<file path="src/rtl/reg_file_if.sv">
// ---------------------------------------------------------------------------
// reg_file_if: decode-stage register-file bus.
//   master : ID-stage / write-back side. Drives the read addresses and the
//            write request; receives read data and the debug write count.
//   slave  : the register file itself.
// Signals:
//   ReadReg1/ReadReg2  read addresses (Rn, Reg2Loc output)
//   RegWrite/WriteReg/WriteData  write-back write request
//   ReadData1/ReadData2  combinational read data (with write-through bypass)
//   WriteCount  committed writes since reset, wraps at 16 bits
// ---------------------------------------------------------------------------
interface reg_file_if #(
    parameter int DATA_WIDTH = 64,
    parameter int ADDR_WIDTH = 5
);
    logic [ADDR_WIDTH-1:0] ReadReg1;
    logic [ADDR_WIDTH-1:0] ReadReg2;
    logic                  RegWrite;
    logic [ADDR_WIDTH-1:0] WriteReg;
    logic [DATA_WIDTH-1:0] WriteData;
    logic [DATA_WIDTH-1:0] ReadData1;
    logic [DATA_WIDTH-1:0] ReadData2;
    logic [15:0]           WriteCount;

    modport master (
        output ReadReg1, ReadReg2, RegWrite, WriteReg, WriteData,
        input  ReadData1, ReadData2, WriteCount
    );

    modport slave (
        input  ReadReg1, ReadReg2, RegWrite, WriteReg, WriteData,
        output ReadData1, ReadData2, WriteCount
    );
endinterface

</file>
<file path="src/rtl/reg_file.sv">
// ---------------------------------------------------------------------------
// reg_file: 32 x 64-bit LEGv8 general-purpose register file.
//   Two combinational read ports, one write port committed on rising CLK.
//   Index ZERO_REG (XZR) always reads 0 and discards writes.
//   A pending write is forwarded to a matching read port in the same cycle,
//   so ID/EX captures the new value on the edge that commits the write.
// Ports:
//   CLK    rising-edge clock
//   RESET  asynchronous, active-high; clears all entries and WriteCount
//   bus    reg_file_if slave modport (read/write ports, WriteCount)
// ---------------------------------------------------------------------------
module reg_file #(
    parameter int DATA_WIDTH = 64,
    parameter int ADDR_WIDTH = 5,
    parameter int ZERO_REG   = 31
) (
    input  logic         CLK,
    input  logic         RESET,
    reg_file_if.slave    bus
);
    localparam int DEPTH = 2 ** ADDR_WIDTH;
    localparam logic [ADDR_WIDTH-1:0] ZERO_ADDR = ADDR_WIDTH'(ZERO_REG);

    logic [DEPTH-1:0][DATA_WIDTH-1:0] regs_q, regs_d;
    logic [15:0]                      count_q, count_d;
    logic                             wr_en;
    logic [DATA_WIDTH-1:0]            rd1, rd2;

    // Writes aimed at XZR are dropped entirely, including for the bypass.
    assign wr_en = bus.RegWrite && (bus.WriteReg != ZERO_ADDR);

    always_comb begin
        regs_d  = regs_q;
        count_d = count_q;
        if (wr_en) begin
            regs_d[bus.WriteReg] = bus.WriteData;
            count_d              = count_q + 16'd1;   // wraps naturally
        end
    end

    always_ff @(posedge CLK or posedge RESET) begin
        if (RESET) begin
            regs_q  <= '0;
            count_q <= '0;
        end else begin
            regs_q  <= regs_d;
            count_q <= count_d;
        end
    end

    // Read priority (lowest to highest): stored value, bypass, XZR, reset.
    // Reset must also mask the bypass so outputs are 0 while it is held.
    always_comb begin
        rd1 = regs_q[bus.ReadReg1];
        if (wr_en && (bus.WriteReg == bus.ReadReg1)) rd1 = bus.WriteData;
        if (bus.ReadReg1 == ZERO_ADDR)               rd1 = '0;
        if (RESET)                                   rd1 = '0;
    end

    always_comb begin
        rd2 = regs_q[bus.ReadReg2];
        if (wr_en && (bus.WriteReg == bus.ReadReg2)) rd2 = bus.WriteData;
        if (bus.ReadReg2 == ZERO_ADDR)               rd2 = '0;
        if (RESET)                                   rd2 = '0;
    end

    assign bus.ReadData1  = rd1;
    assign bus.ReadData2  = rd2;
    assign bus.WriteCount = count_q;
endmodule

</file>
<file path="src/flat_wrapper.sv">
// flat-port wrapper written by rule: the top's interface ports become plain ports
module reg_file_flat 
#(
    parameter int DATA_WIDTH = 64,
    parameter int ADDR_WIDTH = 5,
    parameter int ZERO_REG   = 31
)
  (CLK, RESET, bus_ReadReg1, bus_ReadReg2, bus_RegWrite, bus_WriteReg, bus_WriteData, bus_ReadData1, bus_ReadData2, bus_WriteCount);
  reg_file_if #(.DATA_WIDTH(DATA_WIDTH), .ADDR_WIDTH(ADDR_WIDTH)) bus_i ();
  input  logic CLK;
  input  logic RESET;
  input wire logic [$bits(bus_i.ReadReg1)-1:0] bus_ReadReg1;
  input wire logic [$bits(bus_i.ReadReg2)-1:0] bus_ReadReg2;
  input wire logic [$bits(bus_i.RegWrite)-1:0] bus_RegWrite;
  input wire logic [$bits(bus_i.WriteReg)-1:0] bus_WriteReg;
  input wire logic [$bits(bus_i.WriteData)-1:0] bus_WriteData;
  output wire logic [$bits(bus_i.ReadData1)-1:0] bus_ReadData1;
  output wire logic [$bits(bus_i.ReadData2)-1:0] bus_ReadData2;
  output wire logic [$bits(bus_i.WriteCount)-1:0] bus_WriteCount;
  assign bus_i.ReadReg1 = bus_ReadReg1;
  assign bus_i.ReadReg2 = bus_ReadReg2;
  assign bus_i.RegWrite = bus_RegWrite;
  assign bus_i.WriteReg = bus_WriteReg;
  assign bus_i.WriteData = bus_WriteData;
  assign bus_ReadData1 = bus_i.ReadData1;
  assign bus_ReadData2 = bus_i.ReadData2;
  assign bus_WriteCount = bus_i.WriteCount;
  reg_file #(.DATA_WIDTH(DATA_WIDTH), .ADDR_WIDTH(ADDR_WIDTH), .ZERO_REG(ZERO_REG)) u_core (.CLK(CLK), .RESET(RESET), .bus(bus_i));
endmodule
</file>
<file path="config.mk">
export PLATFORM = sky130hd
export DESIGN_NAME = reg_file_flat
export DESIGN_NICKNAME = d
export VERILOG_FILES = /design/src/rtl/reg_file_if.sv /design/src/rtl/reg_file.sv /design/src/flat_wrapper.sv
export SDC_FILE = /design/constraint.sdc
export NUM_CORES = 2
export LEC_CHECK = 0
export CAP_MARGIN = 20
export CORE_ASPECT_RATIO = 0.6
export CORE_MARGIN = 2
export CORE_UTILIZATION = 52
export DETAILED_ROUTE_END_ITERATION = 8
export GPL_ROUTABILITY_DRIVEN = 0
export PLACE_DENSITY = 0.71
export SLEW_MARGIN = 25
export SYNTH_ARGS = -nofsm -noshare
export SYNTH_HDL_FRONTEND = slang
export SYNTH_SLANG_ARGS = --single-unit
</file>
<file path="constraint.sdc">
create_clock -name CLK -period 80.2 [get_ports CLK]
set_clock_uncertainty 0.2 [all_clocks]
set_input_delay 12.03 -clock CLK [delete_from_list [all_inputs] [get_ports CLK]]
set_output_delay 12.03 -clock CLK [all_outputs]
set_load 0.01 [all_outputs]
</file>
After elaboration in Yosys (flattened, before gate mapping)
Cells that the tools add are included.
{"block": "word_totals", "n_memories": 0, "register_bits": 2064, "rom_bits": 0, "output_inout_bits": 144, "latch_bits": 0, "in_bits": 82, "ramBits": 0}
{"block": "classes", "n_div": 0, "eq_ne": 5, "n_mux": 13, "mul": 0, "bitwise": 0, "n_shift": 0, "n_addsub": 1, "reduce_logical": 4, "order_cmp": 4}
{"cell": "bitwise mux 2048 bit", "n": 1}
{"cell": "binary-select mux 64 bit (select 5 bit)", "n": 2}
{"cell": "2-to-1 mux 64 bit", "n": 9}
{"cell": "demux 64 bit (select 5 bit)", "n": 1}
{"cell": "less-than comparator 5 x 6 -> 1 bit (second input constant)", "n": 3}
{"cell": "adder 16 x 1 -> 16 bit (second input constant)", "n": 1}
{"cell": "equality test 5 bit", "n": 2}
{"cell": "equality test 5 bit (second input constant)", "n": 2}
{"cell": "greater-or-equal comparator 5 x 1 -> 1 bit (second input constant)", "n": 1}
{"cell": "inequality test 5 bit (second input constant)", "n": 1}
{"cell": "logical AND 1 bit", "n": 4}

Logic depth before layout (Yosys ltp)
{"block": "logic_depth", "word_depth": 6, "mapped_depth": 10, "depth_no_buf": 6}

Worst setup path before layout
No wires, ideal clock.
{"block": "synth_path", "path_type": "input port to output port", "startpoint": "in RESET", "endpoint": "out bus_ReadData2[62]", "t_required_ns": 67.970, "t_arrival_ns": 71.997, "n_path_buf": 0, "cell_stages": 3, "setup_slack_ns": -4.027, "path_cell_list": "inv_1 -> o21ai_0 -> a211oi_1"}
{"block": "synth_via", "elab_chain_cells": 1}
{"element": "start: declaration", "line_no": "flat_wrapper.sv:11", "source": "input logic RESET;"}
{"element": "2-to-1 mux 64 bit", "line_no": "reg_file.sv:64", "source": "if (RESET) rd2 = '0;"}
{"element": "end: declaration", "line_no": "flat_wrapper.sv:18", "source": "output wire logic [$bits(bus_i.ReadData2)-1:0] bus_ReadData2;"}
No other way between the ends.

Worst setup path in the final report
{"block": "layout_path", "startpoint": "in bus_ReadReg2[0]", "endpoint": "out bus_ReadData2[62]"}
{"block": "layout_via", "elab_chain_cells": 5, "elab_cells_between_ends": 8}
{"element": "start: declaration", "line_no": "flat_wrapper.sv:13", "source": "input wire logic [$bits(bus_i.ReadReg2)-1:0] bus_ReadReg2;"}
{"element": "binary-select mux 64 bit (select 5 bit) or equality test 5 bit (tied branches)", "line_no": "reg_file.sv:61, reg_file.sv:62"}
{"element": "2-to-1 mux 64 bit (implied by the code) or logical AND 1 bit (tied branches)", "line_no": "reg_file.sv:61, reg_file.sv:62"}
{"element": "2-to-1 mux 64 bit", "line_no": "reg_file.sv:62", "source": "if (wr_en && (bus.WriteReg == bus.ReadReg2)) rd2 = bus.WriteData;"}
{"element": "2-to-1 mux 64 bit *", "line_no": "reg_file.sv:63", "source": "if (bus.ReadReg2 == ZERO_ADDR) rd2 = '0;"}
{"element": "2-to-1 mux 64 bit *", "line_no": "reg_file.sv:64"}
Mark *: on every way between the ends. The rest lies on a longest branch, timed or not. The select of a mux whose other input is x is not followed.

==> results.md <==
* Result of the run: finished, final reports clean
* # DRC at 0
* First-pass GRT wire length at 503 mm
* Tot GR Track Use at 0.318
* Via count of the first global-routing pass at 70700
* Root Driver: sky130_fd_sc_hd__clkbuf_16
* Met2 layer wire length in the routed design at 160 mm
* Dpl hpwl at between 150 and 200 mm
* Distinct cells, synth at 53
* Final antenna-violating net count at 0
* Post-layout net count at 6875
* Floorplan row count at 130
* Tightest Hold Check Type: reg2reg
* Clock tree from TritonCTS: yes
* Cells after DPL at 9417
* Standby leakage power at 52.1 nW
* Final wirelength at 341 mm
* Worst Max-Slew Pin Slew at 1.19 ns
* Final worst path period need at approximately 30 ns
* Initial Utilization at 0.525
* Final-layout worst hold slack at about 0.2 ns
* Hold bufs inserted after CTS at 0
* Share of layout cells above drive strength 1 at 0.433
* Overflow left after global routing at 0
* Sequential fraction of the synthesis area at 0.469
* Critical Path Start Type: input pin
* Yosys warning total at 0
* Total power divided by cell area at 24.7 nW/um^2
* Power after layout at 2.98 mW
* Cell count of the worst hold path at 0
* FF-to-FF path depth at 4
* Post-synthesis sequential element count at 2064
* Antenna violations before repair at 14
* EDFF count, synth at 0
* Depth of the CTS H-tree at 4
* Part of the cycle the worst path needs at 0.371
* Number of setup violations in the final report at 0
* Number of vias per cell at roughly 7
* Uppermost layer routed: met4
* Placed inst area at 114000 sq um
* I/O pins at 226
* Total die area at 216000 sq um
* Sum of met3 wire segment lengths after detailed routing at around 28 mm
* Area of the core at roughly 210000 sq um
* Unrepaired setup endpoints after global routing: false
* Worst Path Max Fanout at 75
* Die H at 361 um
* Cell Chain, Critical Path: buf_8, buf_4, buf_12, buf_4, buf_4, mux4_2, mux4_2, mux2i_1, a211oi_1, clkdlybuf4s50_1
* Overall die width at 598 um
* DRT iter0 DRCs at 8145
* Arrival time reported for the critical path endpoint at 17.52 ns
* Gate Count Post-Synth at around 7000
* Port bufs at 225
* Non-filler instance count after layout at 9780
* Maximum achievable frequency at 0.0336 GHz
* Data required, critical path at ~68 ns
* Kind of end point of the critical path: primary output
* Most frequently used flop master after synthesis: sky130_fd_sc_hd__dfrtp_1
* Worst relative slew slack at 0.208
* Post-detailed-route wirelength per cell at between 30 and 40 um
* Number of buffers inserted by post-CTS setup repair at 0
* Max Cap Violations at 0
* Count of cells resized by post-cts repair at 0
* Share of synthesized registers carrying an async set or reset at 1.00
* CTS Buf Count at 202
* Largest stage delay on the critical path at roughly 0.88 ns
* Synthesis-to-layout area growth at 9.56%
* Worst path most repeated cell: sky130_fd_sc_hd__buf_4
* Setup_tns at 0 ns
* Worst-path cell with the longest stage delay: sky130_fd_sc_hd__buf_4
* Insertion delay to the later sink of the worst-skew pair at 0.87 ns
* Kind of critical path: in2out
* Synth Net Count at 7080
* Count of vias placed by the detailed router at 69000
* Sink Count at between 2000 and 2500
* Pin count of the biggest net entering global routing at 183
* Clk buf depth at 4
* Max rail drop VDD at 0.0190 mV
* Drt first pass iters at 5
* Routed length on met1 at 140 mm
* Clock edge transition at the registers on the reported setup and hold paths at about 0.060 ns
* Mean instance size in the synthesized netlist at 15.7 sq um
* Final Slew Violations at 0
* Total count of hold-check failures in the final report at 0
* Combined area of all synthesized cells at roughly 110000 sq um
* Final Instance Area at 121000 sq um
-- Yosys cell counts (2+ instances only) --
library cell               number  area [sq um]
sky130_fd_sc_hd__dfrtp_1     2064         51600
sky130_fd_sc_hd__mux2_2      1370         15400
sky130_fd_sc_hd__mux4_2      1045         23500
sky130_fd_sc_hd__mux2_1       614          6910
sky130_fd_sc_hd__clkbuf_1     514          1930
sky130_fd_sc_hd__mux2i_1      332          3320
sky130_fd_sc_hd__buf_2        225          1130
sky130_fd_sc_hd__nor2_1       136           510
sky130_fd_sc_hd__a221oi_1     133          1160
sky130_fd_sc_hd__o21ai_0       66           330
sky130_fd_sc_hd__a22oi_1       65           488
sky130_fd_sc_hd__a211oi_1      64           480
sky130_fd_sc_hd__a31oi_1       62           388
sky130_fd_sc_hd__a22o_1        61           534
sky130_fd_sc_hd__buf_1         36           135
sky130_fd_sc_hd__mux4_1        34           893
sky130_fd_sc_hd__buf_6         31           349
sky130_fd_sc_hd__nand2_1       30           113
sky130_fd_sc_hd__xnor2_1       19           166
sky130_fd_sc_hd__buf_4         15           113
sky130_fd_sc_hd__nand3_1       11          55.1
sky130_fd_sc_hd__buf_8          6          90.1
sky130_fd_sc_hd__nor2_2         6          37.5
sky130_fd_sc_hd__xor2_1         6          52.6
sky130_fd_sc_hd__nand3b_1       5          37.5
sky130_fd_sc_hd__and2_1         4          25.0
sky130_fd_sc_hd__nand4_1        4          25.0
sky130_fd_sc_hd__nor3_1         4          20.0
sky130_fd_sc_hd__nor3b_1        4          30.0
sky130_fd_sc_hd__inv_1          3          11.3
sky130_fd_sc_hd__a32o_1         2          20.0
sky130_fd_sc_hd__and3_1         2          12.5
sky130_fd_sc_hd__and3b_1        2          17.5
sky130_fd_sc_hd__and4_1         2          17.5
sky130_fd_sc_hd__clkbuf_4       2          15.0
-- stage by stage --
step	worst slack, ns	utilization
after floorplan	17.59	-
after global placement	50.02	0.543
after detailed placement	50.25	0.543
after CTS	50.24	0.574
after global routing	50.00	0.575
final	50.45	0.575
-- worst max-delay path, delay by kind of cell --
| kind | cells | cell delay (ns) |
|---|---|---|
| compound gates | 1 | 0.21 |
| buf+inv | 6 | 3.80 |
| mux | 3 | 1.36 |
-- per-layer routing --
| metal | track usage | up-vias |
|---|---|---|
| met5 | 0 | - |
| met4 | 0.112 | 0 |
| met1 | 0.451 | 37800 |
| li1 | - | 27000 |
| met3 | 0.0638 | 690 |
| met2 | 0.491 | 3461 |
-- cells by family (layout without fill, tap and decap cells) --
group / Yosys count / after routing / synth area share
AOI/OAI and AO/OA: 462 / 462 / 0.0316
xor gates and xnor gates: 25 / 25 / 0.00199
adders and majority gates: 1 / 1 / 0.000114
buffers and inverters: 835 / 773 / 0.0345
DFF: 2064 / 2064 / 0.469
muxes: 3395 / 3395 / 0.455
other: 0 / 7 / 0
and+or+nand+nor: 215 / 215 / 0.00854
-- placed cells by master, fill, tap and decap left out, types with 61 or more instances in the layout --
master	n
sky130_fd_sc_hd__a211oi_1	63
sky130_fd_sc_hd__a221oi_1	133
sky130_fd_sc_hd__a22o_1	61
sky130_fd_sc_hd__a22oi_1	65
sky130_fd_sc_hd__a31oi_1	62
sky130_fd_sc_hd__buf_4	162
sky130_fd_sc_hd__clkbuf_16	206
sky130_fd_sc_hd__clkdlybuf4s50_1	179
sky130_fd_sc_hd__dfrtp_1	2064
sky130_fd_sc_hd__mux2_1	614
sky130_fd_sc_hd__mux2_2	1370
sky130_fd_sc_hd__mux2i_1	332
sky130_fd_sc_hd__mux4_2	1045
sky130_fd_sc_hd__nor2_1	128
sky130_fd_sc_hd__o21ai_0	65
-- final timing paths --
check	slack, ns	start	end
hold reg to reg	0.20	u_core.regs_q[2041]$_DFFE_PP0P_	u_core.regs_q[2041]$_DFFE_PP0P_
min in group asynchronous	11.70	RESET	u_core.regs_q[73]$_DFFE_PP0P_
setup reg to reg	78.24	u_core.bus.WriteCount[2]$_DFFE_PP0P_	u_core.bus.WriteCount[13]$_DFFE_PP0P_
hold / removal	0.20	u_core.regs_q[2041]$_DFFE_PP0P_	u_core.regs_q[2041]$_DFFE_PP0P_
max in group asynchronous	63.62	RESET	u_core.regs_q[474]$_DFFE_PP0P_
setup / recovery	50.45	bus_ReadReg2[0]	bus_ReadData2[62]
-- final cells by class --
type	count	area, sq um
Sequential cell	2064	51600
Timing Repair Buffer	422	4050
Fill cell	15900	89300
Multi-Input combinational cell	4098	55000
Clock buffer	295	5930
Clock inverter	52	505
Antenna cell	7	17.5
Inverter	4	26.3
Tap cell	2838	3550
-- power by group --
group          internal (mW)  switching (mW)
clock                  0.536           0.426
sequential              1.24           0.149
combinational          0.380           0.248
total                   2.16           0.823
-- registers in the layout, indices dropped and copies added, names as in the netlist --
name and cells:
u_core.regs_q 2048, u_core.bus.WriteCount 16
Power figures use the tool's default switching activity.
